<file path="src/rtl/mips_cpu_pkg.sv">
// Shared types for the MIPS CPU slice: opcodes, core control states and the
// memory arbiter's state and grant encodings.
package mips_cpu_pkg;

    localparam int ADDR_W = 32;
    localparam int DATA_W = 32;
    localparam int BE_W   = 4;

    // Primary opcode field, instruction bits [31:26].
    typedef enum logic [5:0] {
        OP_RTYPE  = 6'h00,
        OP_REGIMM = 6'h01,
        OP_J      = 6'h02,
        OP_JAL    = 6'h03,
        OP_BEQ    = 6'h04,
        OP_BNE    = 6'h05,
        OP_ADDIU  = 6'h09,
        OP_SLTI   = 6'h0A,
        OP_ANDI   = 6'h0C,
        OP_ORI    = 6'h0D,
        OP_LUI    = 6'h0F,
        OP_LW     = 6'h23,
        OP_SW     = 6'h2B
    } opcode_t;

    // Multi-cycle core control states.
    typedef enum logic [2:0] {
        CPU_FETCH     = 3'd0,
        CPU_DECODE    = 3'd1,
        CPU_EXECUTE   = 3'd2,
        CPU_MEMORY    = 3'd3,
        CPU_WRITEBACK = 3'd4
    } cpu_state_t;

    // Memory arbiter states: waiting for a request, transfer on the bus,
    // and the single cycle that carries the completion pulse.
    typedef enum logic [1:0] {
        IDLE = 2'd0,
        BUS  = 2'd1,
        DONE = 2'd2
    } arb_state_t;

    // Which requester owns the bus transfer.
    typedef enum logic {
        INSTR = 1'b0,
        DATA  = 1'b1
    } grant_t;

    // Byte address to word address; the low two bits are simply discarded.
    function automatic logic [ADDR_W-1:0] word_align(input logic [ADDR_W-1:0] addr);
        return addr & 32'hFFFF_FFFC;
    endfunction

endpackage

</file>
<file path="src/rtl/mips_mem_arbiter.sv">
// Round-robin arbiter sharing one Avalon-style memory port between the
// instruction-fetch path and the load/store path. Every output is a register.
module mips_mem_arbiter
    import mips_cpu_pkg::*;
(
    input  logic              clk,
    input  logic              rst,

    input  logic              instr_req,
    input  logic [ADDR_W-1:0] instr_addr,
    output logic [DATA_W-1:0] instr_rdata,
    output logic              instr_done,

    input  logic              data_req,
    input  logic              data_we,
    input  logic [ADDR_W-1:0] data_addr,
    input  logic [DATA_W-1:0] data_wdata,
    input  logic [BE_W-1:0]   data_byteenable,
    output logic [DATA_W-1:0] data_rdata,
    output logic              data_done,

    output logic [ADDR_W-1:0] address,
    output logic              read,
    output logic              write,
    output logic [DATA_W-1:0] writedata,
    output logic [BE_W-1:0]   byteenable,
    input  logic              waitrequest,
    input  logic [DATA_W-1:0] readdata,

    output logic              busy
);

    arb_state_t        state;
    arb_state_t        state_next;
    grant_t            grant;
    grant_t            grant_next;
    grant_t            last_grant;
    grant_t            last_grant_next;
    grant_t            winner;

    logic [ADDR_W-1:0] address_next;
    logic              read_next;
    logic              write_next;
    logic [DATA_W-1:0] writedata_next;
    logic [BE_W-1:0]   byteenable_next;
    logic [DATA_W-1:0] instr_rdata_next;
    logic [DATA_W-1:0] data_rdata_next;
    logic              instr_done_next;
    logic              data_done_next;
    logic              busy_next;

    // A lone requester always wins; under contention the one that did not
    // get the previous access goes next, so neither side can be starved.
    function automatic grant_t pick_grant(input logic   instr_pending,
                                          input logic   data_pending,
                                          input grant_t previous);
        grant_t result;
        if (instr_pending && data_pending) begin
            result = (previous == INSTR) ? DATA : INSTR;
        end else if (instr_pending) begin
            result = INSTR;
        end else begin
            result = DATA;
        end
        return result;
    endfunction

    // Next-state and next-output logic; every register holds unless a
    // state below says otherwise, and done pulses default low.
    always_comb begin
        state_next       = state;
        grant_next       = grant;
        last_grant_next  = last_grant;
        address_next     = address;
        read_next        = read;
        write_next       = write;
        writedata_next   = writedata;
        byteenable_next  = byteenable;
        instr_rdata_next = instr_rdata;
        data_rdata_next  = data_rdata;
        instr_done_next  = 1'b0;
        data_done_next   = 1'b0;
        winner           = pick_grant(instr_req, data_req, last_grant);

        case (state)
            IDLE: begin
                if (instr_req || data_req) begin
                    grant_next      = winner;
                    last_grant_next = winner;
                    state_next      = BUS;
                    if (winner == INSTR) begin
                        address_next    = word_align(instr_addr);
                        read_next       = 1'b1;
                        write_next      = 1'b0;
                        byteenable_next = 4'b1111;
                    end else begin
                        address_next    = word_align(data_addr);
                        read_next       = !data_we;
                        write_next      = data_we;
                        writedata_next  = data_wdata;
                        byteenable_next = data_byteenable;
                    end
                end
            end

            BUS: begin
                if (!waitrequest) begin
                    read_next  = 1'b0;
                    write_next = 1'b0;
                    state_next = DONE;
                    if (grant == INSTR) begin
                        instr_rdata_next = readdata;
                        instr_done_next  = 1'b1;
                    end else begin
                        data_rdata_next  = readdata;
                        data_done_next   = 1'b1;
                    end
                end
            end

            DONE: begin
                state_next = IDLE;
            end

            default: begin
                state_next = IDLE;
                read_next  = 1'b0;
                write_next = 1'b0;
            end
        endcase

        busy_next = (state_next != IDLE);
    end

    // State and output registers; reset abandons any transfer in flight
    // and suppresses its done pulse.
    always_ff @(posedge clk) begin
        if (rst) begin
            state       <= IDLE;
            grant       <= INSTR;
            last_grant  <= DATA;
            address     <= '0;
            read        <= 1'b0;
            write       <= 1'b0;
            writedata   <= '0;
            byteenable  <= '0;
            instr_rdata <= '0;
            data_rdata  <= '0;
            instr_done  <= 1'b0;
            data_done   <= 1'b0;
            busy        <= 1'b0;
        end else begin
            state       <= state_next;
            grant       <= grant_next;
            last_grant  <= last_grant_next;
            address     <= address_next;
            read        <= read_next;
            write       <= write_next;
            writedata   <= writedata_next;
            byteenable  <= byteenable_next;
            instr_rdata <= instr_rdata_next;
            data_rdata  <= data_rdata_next;
            instr_done  <= instr_done_next;
            data_done   <= data_done_next;
            busy        <= busy_next;
        end
    end

endmodule

</file>
<file path="config.mk">
export PLATFORM = sky130hd
export DESIGN_NAME = mips_mem_arbiter
export DESIGN_NICKNAME = d
export VERILOG_FILES = /design/src/rtl/mips_cpu_pkg.sv /design/src/rtl/mips_mem_arbiter.sv
export SDC_FILE = /design/constraint.sdc
export NUM_CORES = 1
export LEC_CHECK = 0
export BUFFER_PORTS_ARGS = -buffer_cell sky130_fd_sc_hd__buf_2
export CAP_MARGIN = 5
export CORE_UTILIZATION = 39
export CTS_BUF_LIST = sky130_fd_sc_hd__clkbuf_8
export CTS_CLUSTER_SIZE = 24
export DETAILED_ROUTE_END_ITERATION = 10
export PLACE_DENSITY = 0.79
export SLEW_MARGIN = 30
export SYNTH_ARGS = -nofsm -noshare
export SYNTH_HDL_FRONTEND = slang
export SYNTH_SLANG_ARGS = --single-unit
</file>
<file path="constraint.sdc">
create_clock -name clk -period 1.9 [get_ports clk]
set_input_delay 0.475 -clock clk [delete_from_list [all_inputs] [get_ports clk]]
set_output_delay 0.475 -clock clk [all_outputs]
set_load 0.03 [all_outputs]
</file>
# --- Yosys cells after proc, flatten, opt, wreduce, memory -nomap -nowiden ---
# Index checks and enable logic that the tools add are counted.
totals:
  register_bits: 141
  output_inout_bits: 137
  elab_cells: 49
classes:
  eq_ne: 4
  muxes: 17
  n_bitwise: 4
  n_reduce_logical: 11
op_table:
  columns: ["op", "n"]
  rows:
  - ["two-way mux 32 bit", 1]
  - ["AND reduction 3 bit", 4]
  - ["two-way mux 1 bit", 10]
  - ["case mux 1 bit (3 select lines)", 2]
  - ["two-way mux 2 bit", 2]
  - ["two-way mux 4 bit", 1]
  - ["inequality test 2 bit, second input constant", 2]
  - ["NOT 1 bit", 4]
  - ["case mux 2 bit (2 select lines)", 1]
  - ["OR reduction 3 bit", 1]
  - ["equality test 2 x 1 -> 1 bit, second input constant", 1]
  - ["equality test 2 bit, second input constant", 1]
  - ["logical NOT 2 bit", 1]
  - ["AND reduction 2 bit", 1]
  - ["nonzero test 2 bit", 1]
  - ["logical AND 1 bit", 1]
  - ["logical NOT 1 bit", 1]
  - ["logical OR 1 bit", 1]

# --- Logic depth before layout (Yosys ltp) ---
logic_depth:
  depth_word: 5
  ltp_mapped: 7

# --- Worst setup path before layout ---
# OpenSTA, ideal clock, no wires.
synth_path:
  path_kind: "input port to flip-flop"
  from: "input instr_req"
  to: "register writedata[21]"
  arrival_time_ns: 1.474
  setup_slack_ns: 0.293
  cell_stages: 7
  n_path_buf: 4
  path_cell_list: "buf_2 -> or2_2 -> buf_2 -> buf_2 -> buf_2 -> o2111ai_1 -> a21oi_1"
synth_via:
  elab_chain_len: 3
  word_cells_on_any_way: 5
  classes_between: "mux (2); reduce/logical (3)"
synth_rtl:
  columns: ["item", "line", "text"]
  rows:
  - ["from (decl)", "mips_mem_arbiter.sv:9", "input logic instr_req,"]
  - ["two-way mux 1 bit or logical AND 1 bit (tied branches)", "mips_mem_arbiter.sv:60, mips_mem_arbiter.sv:58", null]
  - ["two-way mux 1 bit", "mips_mem_arbiter.sv:58", "if (instr_pending && data_pending) begin"]
  - ["AND reduction 3 bit (no line) (*)", null, null]
  - ["to (signal assigned)", "mips_mem_arbiter.sv:159", "writedata <= writedata_next;"]
  - ["to (decl)", "mips_mem_arbiter.sv:25", "output logic [DATA_W-1:0] writedata,"]
# Mark *: on every way between the ends. The rest lies on a longest branch, timed or not.
# A chain may end at the register's enable or synchronous reset.

# --- Final worst setup path ---
layout_path:
  from: "register state[1]"
  to: "register instr_rdata[14]"
layout_via:
  elab_chain_len: 2
layout_rtl:
  columns: ["item", "line", "text"]
  rows:
  - ["from (decl)", "mips_mem_arbiter.sv:33", "arb_state_t state;"]
  - ["from (signal assigned)", "mips_mem_arbiter.sv:153", "state <= state_next;"]
  - ["equality test 2 x 1 -> 1 bit", "mips_mem_arbiter.sv:85", "case (state)"]
  - ["AND reduction 3 bit (no line)", null, null]
  - ["to (signal assigned)", "mips_mem_arbiter.sv:161", "instr_rdata <= instr_rdata_next;"]
  - ["to (decl)", "mips_mem_arbiter.sv:11", "output logic [DATA_W-1:0] instr_rdata,"]
# Every way passes these cells.

==> qor.csv <==
metric,value,unit
DRT antenna net count,0,
post-synthesis compound-gate area fraction,29.23,%
Area growth syn-to-layout,34.83,%
Syn Area/Cell,8.281,um2
fillers,1304,
FF-to-FF End,instr_rdata[14],
clk_lat worst skew,440,ps
initial antenna violation count,2,
Max Freq,658.3,MHz
total power,0.007013,W
WL per Instance,15.39,um
drt via density,5.345,
total CTS buffers,17,
Worst Path Required,2220,ps
Worst Path Arrival,1840,ps
largest family of logic cells by synthesized area,compound AO/OA/AOI/OAI gates,
CTS Hold Bufs,0,
IO buf count,268,
Tightest Hold Check Type,in -> reg,
H-tree levels,4,
GPL Wtd Cong,0.8399,
DP Wirelength,11.15,mm
RR Startpoint,state[1],
Die W,121.4,um
gr ovfl total,0,
clk_skew,9.437,ps
Leak Pwr,3.266,nW
critical path endpoint category,flop,
"Hold Vio Cnt, Final",0,
Post-CTS Setup Bufs,0,
Post-Syn Area,5557,um2
CTS tree,done,
post-synthesis mux area share,0,%
fin. max-slew vios,0,
CTS sink cnt,139,
Longest Clk Path Bufs,2,
largest net degree at the start of global routing,62,
GRT Overall Usage,22.41,%
final setup violation count,0,
most frequent cells in the layout,"buf_2 (267), dfxtp_1 (139), a21oi_1 (132), nand2_1 (130), o21ai_0 (63)",
number of synthesized flops with an enable pin,0,
number of different library cells in the post-synthesis netlist,33,
Critical Path Source,state[1],
Vias,5864,
die height,121.4,um
nets@finish,1042,
Crit Path Category,reg -> reg,
DRC viols,0,
worst-path cell chain,or4b_1 -> buf_12 -> nand2_1 -> a21oi_1,
crit path to,instr_rdata[14],
"commonest non-fill, non-tap cell in the layout",buf_2,
final worst path period need,1519,ps
PwrDens,936.0,nW/um2
slowest CP cell,or4b_1,
first-pass GRT wire length,25.81,mm
post-synthesis simple-gate area fraction,13.74,%
vias in the first global route,5172,
cts repair resizes,0,
Peak VDD IR,0.0004660,V
Adder-Cell Fraction of Synth Area,0,%
max incr delay on CP,600,ps
CTS root buf,clkbuf_8,
num ports,275,
Post-Synth XOR/XNOR Area,0,%
final setup margin,381.0,ps
reg2reg setup slack,380,ps
hold path depth,2,
Ys Warns,0,
Place WS,222.8,ps
Initial Utilization,40.03,%
Post-synth top flop,dfxtp_1,
MaxCap Viol Count,0,
RSZ-0062 raised after global routing,false,
synthesized instance count,671,
core area,13880,um2
Clock transition at path regs,70,ps
Post-Route WL,16.89,mm
status,"finished, final reports clean",
die footprint,14730,um2
drt initial violations,433,
startpoint types,flop,
setup TNS,0,ps
R2R cell count,4,
Tcrit/Tclk final,79.95,%
register area share after synthesis,50.08,%
crit path max fanout,33,
"FF+latch count, synth",139,
layout cells sized above 1,35.70,%
Initial DRT Pass Iterations,5,
asr flop ratio synth,0,%
Row Count,43,
how the worst min path moves through the flow:
stage	from	endpoint	slack (ps)
3_5_place_dp	data_rdata[26]	data_rdata[26]	440
3_3_place_gp	data_rdata[31]	data_rdata[31]	440
5_1_grt	data_we	read	230
4_1_cts	data_we	read	220
6_report	data_we	read	240
2_1_floorplan	last_grant	last_grant	480
worst max-delay path, delay by kind of cell (launching register included):
family                 cells  cell delay [ps]
DFF                        1              420
and+or+nand+nor            2              690
AOI/OAI and AO/OA          1               60
buffers and inverters      1              200
cell usage after synthesis (4+ instances only):
library cell	instances	share of area, %
o21ai_0	63	5.7
a21oi_1	132	12
a211oi_1	5	0.68
nand3_1	30	2.7
o2111ai_1	32	5.0
dfxtp_1	139	50
nand2_1	130	8.8
nor2_1	4	0.27
inv_1	6	0.41
clkbuf_1	48	3.2
buf_2	24	2.2
a311oi_1	31	4.9
flip-flops by register name (all words and copies together) (netlist names):
name and cells:
writedata 32, write 1, data_rdata 32, instr_rdata 32, read 1, last_grant 1
data_done 1, busy 1, byteenable 4, instr_done 1, grant 1, state 2
address 30
stage by stage:
stage | cell area, um2 | instances | utilization (%) | hold WS (ps)
after detailed placement | 7098 | 1065 | 51.14 | 443.0
after global placement | 7098 | 1065 | 51.14 | 438.7
final | 7492 | 1097 | 53.98 | 240.7
after CTS | 7490 | 1096 | 53.96 | 218.6
after global routing | 7492 | 1097 | 53.98 | 226.5
after floorplan | 5560 | 672 | - | 475.2
where the power goes:
group | switching [W] | leakage [nW] | internal, W
Sequential | 0.0000975 | 1.14 | 0.00310
Clock | 0.00112 | 0.200 | 0.00127
Combinational | 0.000943 | 1.93 | 0.000483
per-layer routing:
| layer | vias to the layer above | global-route usage [%] | part of all wire [%] |
|---|---|---|---|
| li1 | 2870 | - | - |
| met1 | 2701 | 26.75 | 42 |
| met2 | 267 | 37.18 | 48 |
| met3 | 26 | 6.344 | 8.4 |
| met4 | 0 | 9.954 | 1.8 |
| met5 | - | 0 | 0 |
logic make-up after synthesis:
group	after synthesis
and+or+nand+nor	176
buffers and inverters	85
other	1
AOI/OAI and AO/OA	270
DFF	139
cell type report:
| type | instances | area [um2] | share of cell area, % |
|---|---|---|---|
| repair buffers | 291 | 1642 | 21.91 |
| flip-flops and latches | 139 | 2783 | 37.14 |
| multi-input cells | 448 | 2422 | 32.33 |
| clock inverters | 14 | 157.7 | 2.104 |
| diodes | 1 | 2.502 | 0.03340 |
| well taps | 180 | 225.2 | 3.006 |
| clock buffers | 17 | 234.0 | 3.123 |
| inverters | 7 | 26.28 | 0.3507 |
(Power assumes the default switching activity.)
